--- src/rtl/song_sequencer.sv ---
// Playback controller: snapshots the 32-note song on start, counts in, then
// emits one note per beat with pause/resume and abort on leaving play mode.
module song_sequencer #(
    parameter int unsigned BEAT_CYCLES     = 25,
    parameter int unsigned COUNTDOWN_BEATS = 3,
    parameter int unsigned SONG_LEN        = 32,
    parameter logic [2:0]  PLAY_MODE       = 3'd3
) (
    input  logic        clk,
    input  logic        nrst,
    input  logic [2:0]  mode,
    input  logic        start,
    input  logic        pause,
    input  logic [31:0] note1,
    input  logic [31:0] note2,
    output logic [1:0]  cur_note,
    output logic        note_valid,
    output logic [4:0]  play_pos,
    output logic [1:0]  countdown,
    output logic        busy,
    output logic        paused,
    output logic        done
);

    localparam int unsigned CNT_W = $clog2(BEAT_CYCLES);

    typedef enum logic [2:0] {
        S_IDLE,
        S_COUNTDOWN,
        S_PLAY,
        S_PAUSED,
        S_DONE
    } state_t;

    state_t             state_q, state_d;
    state_t             ret_q, ret_d;
    logic [CNT_W-1:0]   cnt_q, cnt_d;
    logic [4:0]         pos_q, pos_d;
    logic [63:0]        snap_q, snap_d;
    logic [1:0]         cd_q, cd_d;
    logic [1:0]         cur_note_q, cur_note_d;
    logic [4:0]         play_pos_q, play_pos_d;
    logic [1:0]         countdown_q, countdown_d;
    logic               note_valid_q, note_valid_d;
    logic               busy_q, busy_d;
    logic               paused_q, paused_d;
    logic               done_q, done_d;
    logic               beat;
    logic               play_ok;

    // Next-state and registered-output logic; abort beats pause beats the beat.
    always_comb begin
        state_d      = state_q;
        ret_d        = ret_q;
        cnt_d        = cnt_q;
        pos_d        = pos_q;
        snap_d       = snap_q;
        cd_d         = cd_q;
        cur_note_d   = cur_note_q;
        play_pos_d   = play_pos_q;
        note_valid_d = 1'b0;
        beat         = (cnt_q == CNT_W'(BEAT_CYCLES - 1));
        play_ok      = (mode == PLAY_MODE);

        case (state_q)
            S_IDLE: begin
                cnt_d = '0;
                if (start && play_ok) begin
                    snap_d  = {note2, note1};
                    cd_d    = 2'(COUNTDOWN_BEATS);
                    pos_d   = '0;
                    state_d = S_COUNTDOWN;
                end
            end
            S_COUNTDOWN, S_PLAY: begin
                if (!play_ok) begin
                    state_d = S_IDLE;
                    cnt_d   = '0;
                    cd_d    = '0;
                end else if (pause) begin
                    ret_d   = state_q;
                    state_d = S_PAUSED;
                end else begin
                    cnt_d = beat ? '0 : cnt_q + CNT_W'(1);
                    if (beat && state_q == S_COUNTDOWN) begin
                        cd_d = cd_q - 2'd1;
                        if (cd_q == 2'd1) begin
                            state_d = S_PLAY;
                        end
                    end else if (beat) begin
                        cur_note_d   = snap_q[{pos_q, 1'b0} +: 2];
                        play_pos_d   = pos_q;
                        note_valid_d = 1'b1;
                        pos_d        = pos_q + 5'd1;
                        if (pos_q == 5'(SONG_LEN - 1)) begin
                            state_d = S_DONE;
                        end
                    end
                end
            end
            S_PAUSED: begin
                if (!play_ok) begin
                    state_d = S_IDLE;
                    cnt_d   = '0;
                    cd_d    = '0;
                end else if (pause) begin
                    state_d = ret_q;
                end
            end
            S_DONE: begin
                cnt_d   = '0;
                state_d = S_IDLE;
            end
            default: begin
                state_d = S_IDLE;
            end
        endcase

        countdown_d = (state_d == S_COUNTDOWN) ? cd_d : 2'd0;
        busy_d      = (state_d == S_COUNTDOWN) || (state_d == S_PLAY) || (state_d == S_PAUSED);
        paused_d    = (state_d == S_PAUSED);
        done_d      = (state_d == S_DONE);
    end

    always_ff @(posedge clk or negedge nrst) begin
        if (!nrst) begin
            state_q      <= S_IDLE;
            ret_q        <= S_IDLE;
            cnt_q        <= '0;
            pos_q        <= '0;
            snap_q       <= '0;
            cd_q         <= '0;
            cur_note_q   <= '0;
            play_pos_q   <= '0;
            countdown_q  <= '0;
            note_valid_q <= 1'b0;
            busy_q       <= 1'b0;
            paused_q     <= 1'b0;
            done_q       <= 1'b0;
        end else begin
            state_q      <= state_d;
            ret_q        <= ret_d;
            cnt_q        <= cnt_d;
            pos_q        <= pos_d;
            snap_q       <= snap_d;
            cd_q         <= cd_d;
            cur_note_q   <= cur_note_d;
            play_pos_q   <= play_pos_d;
            countdown_q  <= countdown_d;
            note_valid_q <= note_valid_d;
            busy_q       <= busy_d;
            paused_q     <= paused_d;
            done_q       <= done_d;
        end
    end

    assign cur_note   = cur_note_q;
    assign note_valid = note_valid_q;
    assign play_pos   = play_pos_q;
    assign countdown  = countdown_q;
    assign busy       = busy_q;
    assign paused     = paused_q;
    assign done       = done_q;

endmodule

--- config.mk ---
export PLATFORM = sky130hd
export DESIGN_NAME = song_sequencer
export DESIGN_NICKNAME = d
export VERILOG_FILES = /design/src/rtl/song_sequencer.sv
export SDC_FILE = /design/constraint.sdc
export NUM_CORES = 1
export LEC_CHECK = 0
export ABC_AREA = 1
export BUFFER_PORTS_ARGS = -buffer_cell sky130_fd_sc_hd__buf_2
export CAP_MARGIN = 20
export CORE_MARGIN = 3
export CORE_UTILIZATION = 56
export CTS_CLUSTER_DIAMETER = 80
export DETAILED_ROUTE_END_ITERATION = 6
export HOLD_SLACK_MARGIN = 0.12
export PLACE_DENSITY = 0.84
export SLEW_MARGIN = 20
export SYNTH_ARGS = -nofsm -noshare
export SYNTH_HDL_FRONTEND = slang
export SYNTH_SLANG_ARGS = --single-unit
--- constraint.sdc ---
create_clock -name clk -period 1.9 [get_ports clk]
set_input_delay 0 -clock clk [delete_from_list [all_inputs] [get_ports clk]]
set_output_delay 0 -clock clk [all_outputs]
set_load 0.005 [all_outputs]
==> results.json, run 1 <==
{
  "run_status": "finished clean",
  "path_depth": 7,
  "peakVddDrop_v": 0.000505,
  "yosys.area_share.xor_xnor_pct": 0.369,
  "power_density_mw_per_mm2": 911,
  "vias_per_cell": 5.29,
  "crit_slowest_cell": "dlygate4sd3_1",
  "clock_latency_ns": 0.37,
  "fmaxAchievable_ghz": 0.539,
  "synthMuxAreaShare_pct": 0,
  "top_layer": "met4",
  "antenna_found_initial": 0,
  "overflow": 0,
  "start_util_pct": 59.6,
  "first_iter_violations": 331,
  "die_w_um": 98.1,
  "clkSlewWorstSetupHoldPaths_ns": 0.09,
  "yosysTopAreaCell": "dfrtp_1",
  "final_cell_count_no_fill": 877,
  "nNetsFinal": 846,
  "io_pins": 84,
  "end_kind": "flop",
  "crit_family": "simple AND/OR/NAND/NOR gates",
  "synth_edf_count": 0,
  "synth-simple-area-share_pct": 28.8,
  "path_cells": "nand2_1, nand2_2, nor2_8, nand3_2, dlygate4sd3_1, nand2_1, nand2_1",
  "htreeDepth": 3,
  "layout_common_cells": "216 x nand2_1, 93 x dfrtp_1, 82 x inv_1, 82 x buf_2",
  "dp.cells": 793,
  "drive_above_1_share_pct": 17.5,
  "port_buffers": 83,
  "post-cts-setup-buffers": 0,
  "ys_ff_latch": 95,
  "synth_top_family_by_area": "simple AND/OR/NAND/NOR gates",
  "critPathArrivalTime_ns": 2.11,
  "path_class": "reg2reg",
  "yosysWarnings": 0,
  "slowest_delay_ns": 0.61,
  "final_hold_viol_count": 0,
  "crit_required_ns": 2.16,
  "min_path_type": "in2async",
  "synth_compound_area_share_pct": 9.32,
  "clock_path_buffers": 2,
  "grt_pass1_vias": 4761,
  "layout_commonest_cell": "nand2_1",
  "synthTopCellsByArea": "dfrtp_1 50%, nand2_1 17%, o21ai_0 7.1%",
  "diodes": 0,
  "synthArstFlopShare_pct": 100,
  "yosys.area_share.adder_pct": 1.32,
  "p_leak_uw": 0.00324,
  "clock-skew-final_ns": 0.00910,
  "clock-sinks": 95,
  "syn_nets": 695,
  "wire_per_inst_um": 14.7,
  "syn_to_final_growth_pct": 32.5,
  "finalCritPeriodShare_pct": 97.7,
  "syn_area_mm2": 0.00475,
  "start_kind": "flop",
  "grt_pass1_wl_um": 21900,
  "report.final.slew_viol_count": 0,
  "wl_met3_um": 813,
  "grt_util_all_layers_pct": 28.2,
  "final_util_pct": 79.0,
  "totalWireLength_um": 12900,
  "maxCapViolCount": 0,
  "cts_made_buffers": 9,
  "crit_top_cell": "nand2_1",
  "synth_cell_types": 31,
  "p_total_uw": 5730,
  "cp_num_buf_inv": 1,
  "drt-met1-wl_um": 5270,
  "period_minus_slack_ns": 1.86,
  "die_area_mm2": 0.00962,
  "path_max_fanout": 9,
  "cts_tree": "done",
  "grt_max_degree": 79,
  "avgSynthCellArea_um2": 7.67,
  "synth-seq-area-share_pct": 50.0,
  "rsz0062_at_grt": "false",
  "drc": 0,
  "synth_top_flop_cell": "dfrtp_1",
  "slew_headroom_pct": 76.2,
  "place_hpwl_um": 7820,
  "die_h_um": 98.1,
  "design.core.area_mm2": 0.00797,
  "worst_r2r_path_depth": 7,
  "root_buffer": "clkbuf_8",
  "route.met2.wl_um": 6400,
  "rows": 32,
  "fin_tns_setup_ns": 0,
  "setup_viol": 0,
  "num_vias": 4636,
  "worst_pin_slew_ns": 0.356,
  "whs_ns": 0.142,
  "globalplace.congestion": 0.949,
  "syn_inst": 619,
  "synth_top_area_share_pct": 50.0,
  "ant_nets": 0,
  "dr.pass1.iters": 5
}
-- final cells by class --
cell class	instances	area [um^2]
clock buffers	10	138
clock inverters	6	155
fillers	507	1670
inverters	88	330
multi-input cells	411	1900
flip-flops and latches	95	2380
well taps	102	128
repair buffers	165	1260
-- cells by family (layout without fill, tap and decap cells) --
family | count (synthesis) | after routing
simple gates | 318 | 318
flops | 95 | 95
xor+xnor | 2 | 2
fa+ha+maj | 5 | 5
compound gates | 86 | 86
buf+inv | 113 | 269
-- final timing paths --
| kind | slack (ns) | to | from |
|---|---|---|---|
| hold reg to reg | 0.49 | snap_q[37] | snap_q[37] |
| hold / removal | 0.14 | snap_q[26] | nrst |
| setup reg to reg | 0.04 | ret_q[0] | state_q[1] |
| max in group asynchronous | 1.38 | state_q[1] | nrst |
| setup / recovery | 0.04 | ret_q[0] | state_q[1] |
| min in group clk | 0.16 | state_q[1] | mode[2] |
-- worst register-to-register path: stages (launching register included) --
cell and delay [ns]:
dfrtp_2 0.47, nand2_1 0.14, nand2_2 0.10, nor2_8 0.15, nand3_2 0.16, dlygate4sd3_1 0.61
nand2_1 0.06, nand2_1 0.05
-- synthesized netlist by cell type, types with 3 or more instances --
master,n
nand2_2,4
o21ai_0,67
nor2_1,27
inv_2,3
inv_1,83
nand2_1,216
buf_2,8
clkbuf_1,10
ha_1,5
a21oi_1,6
nor3_1,4
dfrtp_1,95
o21ai_1,8
nand3_1,54
buf_6,6
-- timing repair --
action | CTS | global route
hold buffers | 68 | 0
gates resized for setup | 0 | 6
endpoints found under the hold margin | 163 | 0
setup endpoints to repair | 0 | 6
-- metrics by stage --
stage / setup WS (ns) / instance area (um^2)
after floorplan: 0.366 / 4750
after global placement: 0.286 / 5300
after detailed placement: 0.144 / 5300
after CTS: 0.0257 / 6280
after global routing: 0.00257 / 6300
final: 0.0433 / 6300
-- power by group --
group          leakage, uW  switching (uW)  internal, uW
clock network     0.000146             709          1170
logic              0.00190             819           547
registers          0.00120             129          2360
-- layer usage --
layer | global-route usage [%] | vias up
met1 | 35.5 | 2158
met5 | 0 | -
met2 | 47.7 | 211
li1 | - | 2222
met3 | 4.57 | 45
met4 | 13.2 | 0
-- state kept, by name, summed over array words and instances, names as in the netlist, 2 cells and up --
signal	count
cd_q	2
state_q	3
snap_q	64
cur_note	2
play_pos	5
countdown	2
pos_q	5
ret_q	3
cnt_q	5
Power figures use the tool's default switching activity.
==> run 2, diff against run 1 <==
Settings changed: CORE_MARGIN 3 to 2.
==> run 2 against run 1 <==
Setup slack improved by 0.12 ns; clock skew fell by 0.0020 ns; critical endpoint is now play_pos[4]; non-clock buffer count is 1 lower.
==> results.json, run 2 (synthesized netlist as in run 1, its figures left out) <==
{
  "clock-skew-final_ns": 0.00707,
  "port_buffers": 83,
  "antenna_found_initial": 0,
  "start_util_pct": 57.8,
  "maxCapViolCount": 0,
  "root_buffer": "clkbuf_8",
  "fin_tns_setup_ns": 0,
  "path_max_fanout": 13,
  "report.final.slew_viol_count": 0,
  "drive_above_1_share_pct": 16.7,
  "overflow": 0,
  "final_hold_viol_count": 0,
  "post-cts-setup-buffers": 0,
  "globalplace.congestion": 0.899,
  "final.setup.worst_slack_ns": 0.160,
  "end_kind": "flop",
  "rsz0062_at_grt": "false",
  "min_path_type": "in2async",
  "place_ws_ns": 0.193,
  "vias_per_cell": 5.18,
  "htreeDepth": 3,
  "io_pins": 84,
  "layout_common_cells": "216 x nand2_1, 95 x dfrtp_1, 83 x inv_1, 82 x buf_2",
  "diodes": 0,
  "grt_max_degree": 89,
  "top_register": "snap_q",
  "start_kind": "flop",
  "finalCritPeriodShare_pct": 91.6,
  "nNetsFinal": 845,
  "design.core.area_mm2": 0.00822,
  "crit_required_ns": 2.16,
  "period_minus_slack_ns": 1.74,
  "grt_util_all_layers_pct": 27.9,
  "first_iter_violations": 334,
  "p_total_uw": 5170,
  "clock_latency_ns": 0.36,
  "clock_path_buffers": 2,
  "slew_headroom_pct": 65.9,
  "wire_per_inst_um": 13.7,
  "cts_made_buffers": 9,
  "ant_nets": 0,
  "die_area_mm2": 0.00924,
  "drc": 0,
  "clkSlewWorstSetupHoldPaths_ns": 0.09,
  "syn_to_final_growth_pct": 29.7,
  "clock-sinks": 95,
  "p_leak_uw": 0.00318,
  "layout_commonest_cell": "nand2_1",
  "cts_tree": "done",
  "num_vias": 4549,
  "critPathArrivalTime_ns": 2.00,
  "path_class": "reg2reg",
  "dr.pass1.iters": 6,
  "worst_pin_slew_ns": 0.512,
  "power_density_mw_per_mm2": 839,
  "rows": 33,
  "place_hpwl_um": 7700,
  "peakVddDrop_v": 0.000407,
  "setup_viol": 0,
  "grt_pass1_vias": 4635,
  "run_status": "finished clean",
  "die_h_um": 96.1,
  "grt_pass1_wl_um": 20000,
  "die_w_um": 96.1,
  "largest_reg_flops": 64,
  "fmaxAchievable_ghz": 0.575,
  "totalWireLength_um": 12000,
  "ctsResizeCount": 0
}
-- run 2: cell types whose count changed in the layout (fill, tap and decap cells not counted) --
cell | previous run | this run
nor2_4 | 2 | 1
dfrtp_1 | 93 | 95
a21oi_1 | 5 | 6
buf_4 | 11 | 12
clkbuf_1 | 0 | 1
inv_1 | 82 | 83
nor2_1 | 26 | 27
inv_2 | 4 | 3
a21oi_2 | 1 | 0
dfrtp_2 | 2 | 0
buf_12 | 5 | 3
clkinvlp_4 | 0 | 3
bufinv_16 | 5 | 1
-- run 2: power breakdown --
| group | total, uW | internal [uW] | switching [uW] |
|---|---|---|---|
| clock network | 1350 | 643 | 706 |
| registers | 2480 | 2360 | 122 |
| logic | 1340 | 539 | 804 |
| total | 5170 | 3540 | 1630 |
-- run 2: layout make-up --
type,instances,area (um^2)
Sequential cell,95,2380
Multi-Input combinational cell,411,1890
Clock buffer,11,141
Clock inverter,5,57.6
Fill cell,559,2060
Inverter,88,330
Timing Repair Buffer,164,1230
Tap cell,105,131
-- run 2: per-stage QoR --
stage	hold WS, ns	std cells	instance area (um^2)	utilization [%]
floorplan	-0.296	619	4750	-
global placement	0.00251	796	5290	64.4
detailed placement	0.00715	796	5290	64.4
CTS	0.128	879	6160	75.0
global route	0.165	879	6160	75.0
finish	0.137	879	6160	75.0
-- run 2: path summary, 6_finish.rpt --
check                      slack [ns]  startpoint          end  cells past startpoint
max in group asynchronous        1.06        nrst      cd_q[0]                      3
min in group clk                 0.15     mode[0]     cnt_q[1]                      5
max reg2reg                      0.16  state_q[2]  play_pos[4]                      9
min                              0.14        nrst   snap_q[54]                      2
min reg2reg                      0.48  snap_q[33]   snap_q[33]                      2
max                              0.16  state_q[2]  play_pos[4]                      9
-- run 2: what timing repair did --
action                                 CTS  global route
setup endpoints to repair                0             0
endpoints found under the hold margin  163             0
hold buffers                            67             0
-- run 2: metal layers --
layer / part of all wire [%] / track usage, % / vias up / routed length [um]
met1: 41 / 32.9 / 2116 / 4990
met4: 2.8 / 14.0 / 0 / 339
li1: - / - / 2220 / -
met3: 5.3 / 4.15 / 35 / 636
met2: 50 / 49.4 / 178 / 6070
met5: 0 / 0 / - / 0
-- run 2: critical path, stage by stage (launching register included) --
cell	delay, ns
dfrtp_1	0.39
inv_1	0.19
nand2_2	0.13
nor2_8	0.16
nand2_2	0.10
inv_2	0.11
nand2_2	0.16
nor2_1	0.21
o21bai_1	0.14
inv_1	0.05
==> run 3, diff against run 2 <==
Settings changed: RECOVER_POWER set to 50.
==> run 3 against run 2 <==
Cell area fell by 0.39%; sequential cell count did not move; clock skew barely moved; sequential power barely moved.
==> results.json, run 3 (synthesized netlist as in run 1, its figures left out) <==
{
  "run_status": "finished clean",
  "ant_nets": 0,
  "io_pins": 84,
  "layout_commonest_cell": "nand2_1",
  "final.setup.worst_slack_ns": 0.161,
  "start_util_pct": 57.8,
  "rrSetupSlack_ns": 0.16,
  "clock_latency_ns": 0.36,
  "num_vias": 4530,
  "place_area_mm2": 0.00529,
  "peakVddDrop_v": 0.000407,
  "top_register": "snap_q",
  "report.final.slew_viol_count": 0,
  "cts_made_buffers": 9,
  "port_buffers": 83,
  "path_cells": "inv_1, nand2_2, nor2_8, nand2_2, inv_2, nand2_2, nor2_1, o21bai_1, inv_1",
  "antenna_found_initial": 0,
  "nNetsFinal": 845,
  "rows": 33,
  "place_hpwl_um": 7700,
  "critPathArrivalTime_ns": 2.00,
  "overflow": 0,
  "setup_viol": 0,
  "crit_slowest_cell": "dfrtp_1",
  "clock_path_buffers": 2,
  "final_hold_viol_count": 0,
  "root_buffer": "clkbuf_8",
  "drc": 0,
  "clock-sinks": 95,
  "grt_pass1_vias": 4635,
  "syn_to_final_growth_pct": 29.2,
  "post-cts-setup-buffers": 0,
  "post-route-cell-area_mm2": 0.00614,
  "dp.cells": 796,
  "path_class": "reg2reg",
  "fmaxAchievable_ghz": 0.575,
  "grt_util_all_layers_pct": 27.9,
  "clock-skew-final_ns": 0.00680,
  "start_kind": "flop",
  "ctsResizeCount": 0,
  "layout_common_cells": "216 x nand2_1, 95 x dfrtp_1, 83 x inv_1, 71 x buf_2",
  "largest_reg_flops": 64,
  "grt_pass1_wl_um": 20000,
  "die_area_mm2": 0.00924,
  "globalplace.congestion": 0.899,
  "die_h_um": 96.1,
  "path_max_fanout": 13,
  "maxCapViolCount": 0,
  "crit_family": "simple AND/OR/NAND/NOR gates",
  "diodes": 0,
  "worst_pin_slew_ns": 0.978,
  "cts_hold_buf": 67,
  "rsz0062_at_grt": "false",
  "final_cell_count_no_fill": 879,
  "drive_above_1_share_pct": 15.2,
  "cts_tree": "done",
  "place_ws_ns": 0.193,
  "fin_tns_setup_ns": 0,
  "p_total_uw": 5160,
  "wire_per_inst_um": 13.7,
  "die_w_um": 96.1,
  "htreeDepth": 3,
  "finalCritPeriodShare_pct": 91.5,
  "slowest_delay_ns": 0.39,
  "dr.pass1.iters": 5,
  "period_minus_slack_ns": 1.74,
  "end_kind": "flop",
  "fill_cells": 566,
  "clkSlewWorstSetupHoldPaths_ns": 0.09,
  "crit_required_ns": 2.16,
  "min_path_type": "in2reg",
  "cp_num_buf_inv": 3,
  "grt_max_degree": 89,
  "vias_per_cell": 5.15,
  "crit_top_cell": "nand2_2",
  "slew_headroom_pct": 34.8,
  "design.core.area_mm2": 0.00822,
  "power_density_mw_per_mm2": 841,
  "p_leak_uw": 0.00313,
  "first_iter_violations": 316,
  "totalWireLength_um": 12000
}
==> run 3: cell types whose count changed in the layout (fill, tap and decap cells not counted), sizes merged <==
| cell | before | now |
|---|---|---|
| buf | 97 | 82 |
| clkbuf | 11 | 26 |
==> run 3: tightest hold or removal path, cell delays in order <==
cell	delay (ns)
buf_2	0.11
nand2_1	0.05
nor2_1	0.10
nand4_1	0.11
o21ai_0	0.08
==> run 3: where the power goes <==
group	internal, uW	switching (uW)
combinational	536	802
clock	643	704
sequential	2360	123
total	3530	1630
==> run 3: layout make-up <==
cell class | instances | area (um^2) | share of cell area, %
inverter | 88 | 330 | 5.38
multi-input combinational | 411 | 1890 | 30.8
clock buffer | 11 | 141 | 2.30
clock inverter | 5 | 57.6 | 0.938
timing repair buffer | 164 | 1210 | 19.7
tap | 105 | 131 | 2.14
sequential | 95 | 2380 | 38.7
==> run 3: stage by stage <==
stage          utilization (%)  hold slack (ns)
6_report                  74.7            0.145
2_1_floorplan                -           -0.296
3_3_place_gp              64.4          0.00251
4_1_cts                   75.0            0.128
3_5_place_dp              64.4          0.00715
5_1_grt                   74.7            0.165
==> run 3: routing by layer <==
metal | part of all wire (%) | vias to the layer above | GRT usage, %
met5 | 0 | - | 0
li1 | - | 2220 | -
met2 | 50 | 150 | 49.4
met4 | 3.2 | 0 | 14.0
met3 | 4.9 | 38 | 4.15
met1 | 42 | 2122 | 32.9
==> run 3: worst paths after layout <==
kind	from	to	depth (start not counted)
max	state_q[2]	play_pos[4]	9
max reg2reg	state_q[2]	play_pos[4]	9
min	mode[0]	cnt_q[1]	5
min in group asynchronous	nrst	snap_q[54]	2
max in group asynchronous	nrst	play_pos[0]	3
min reg2reg	snap_q[33]	snap_q[33]	2
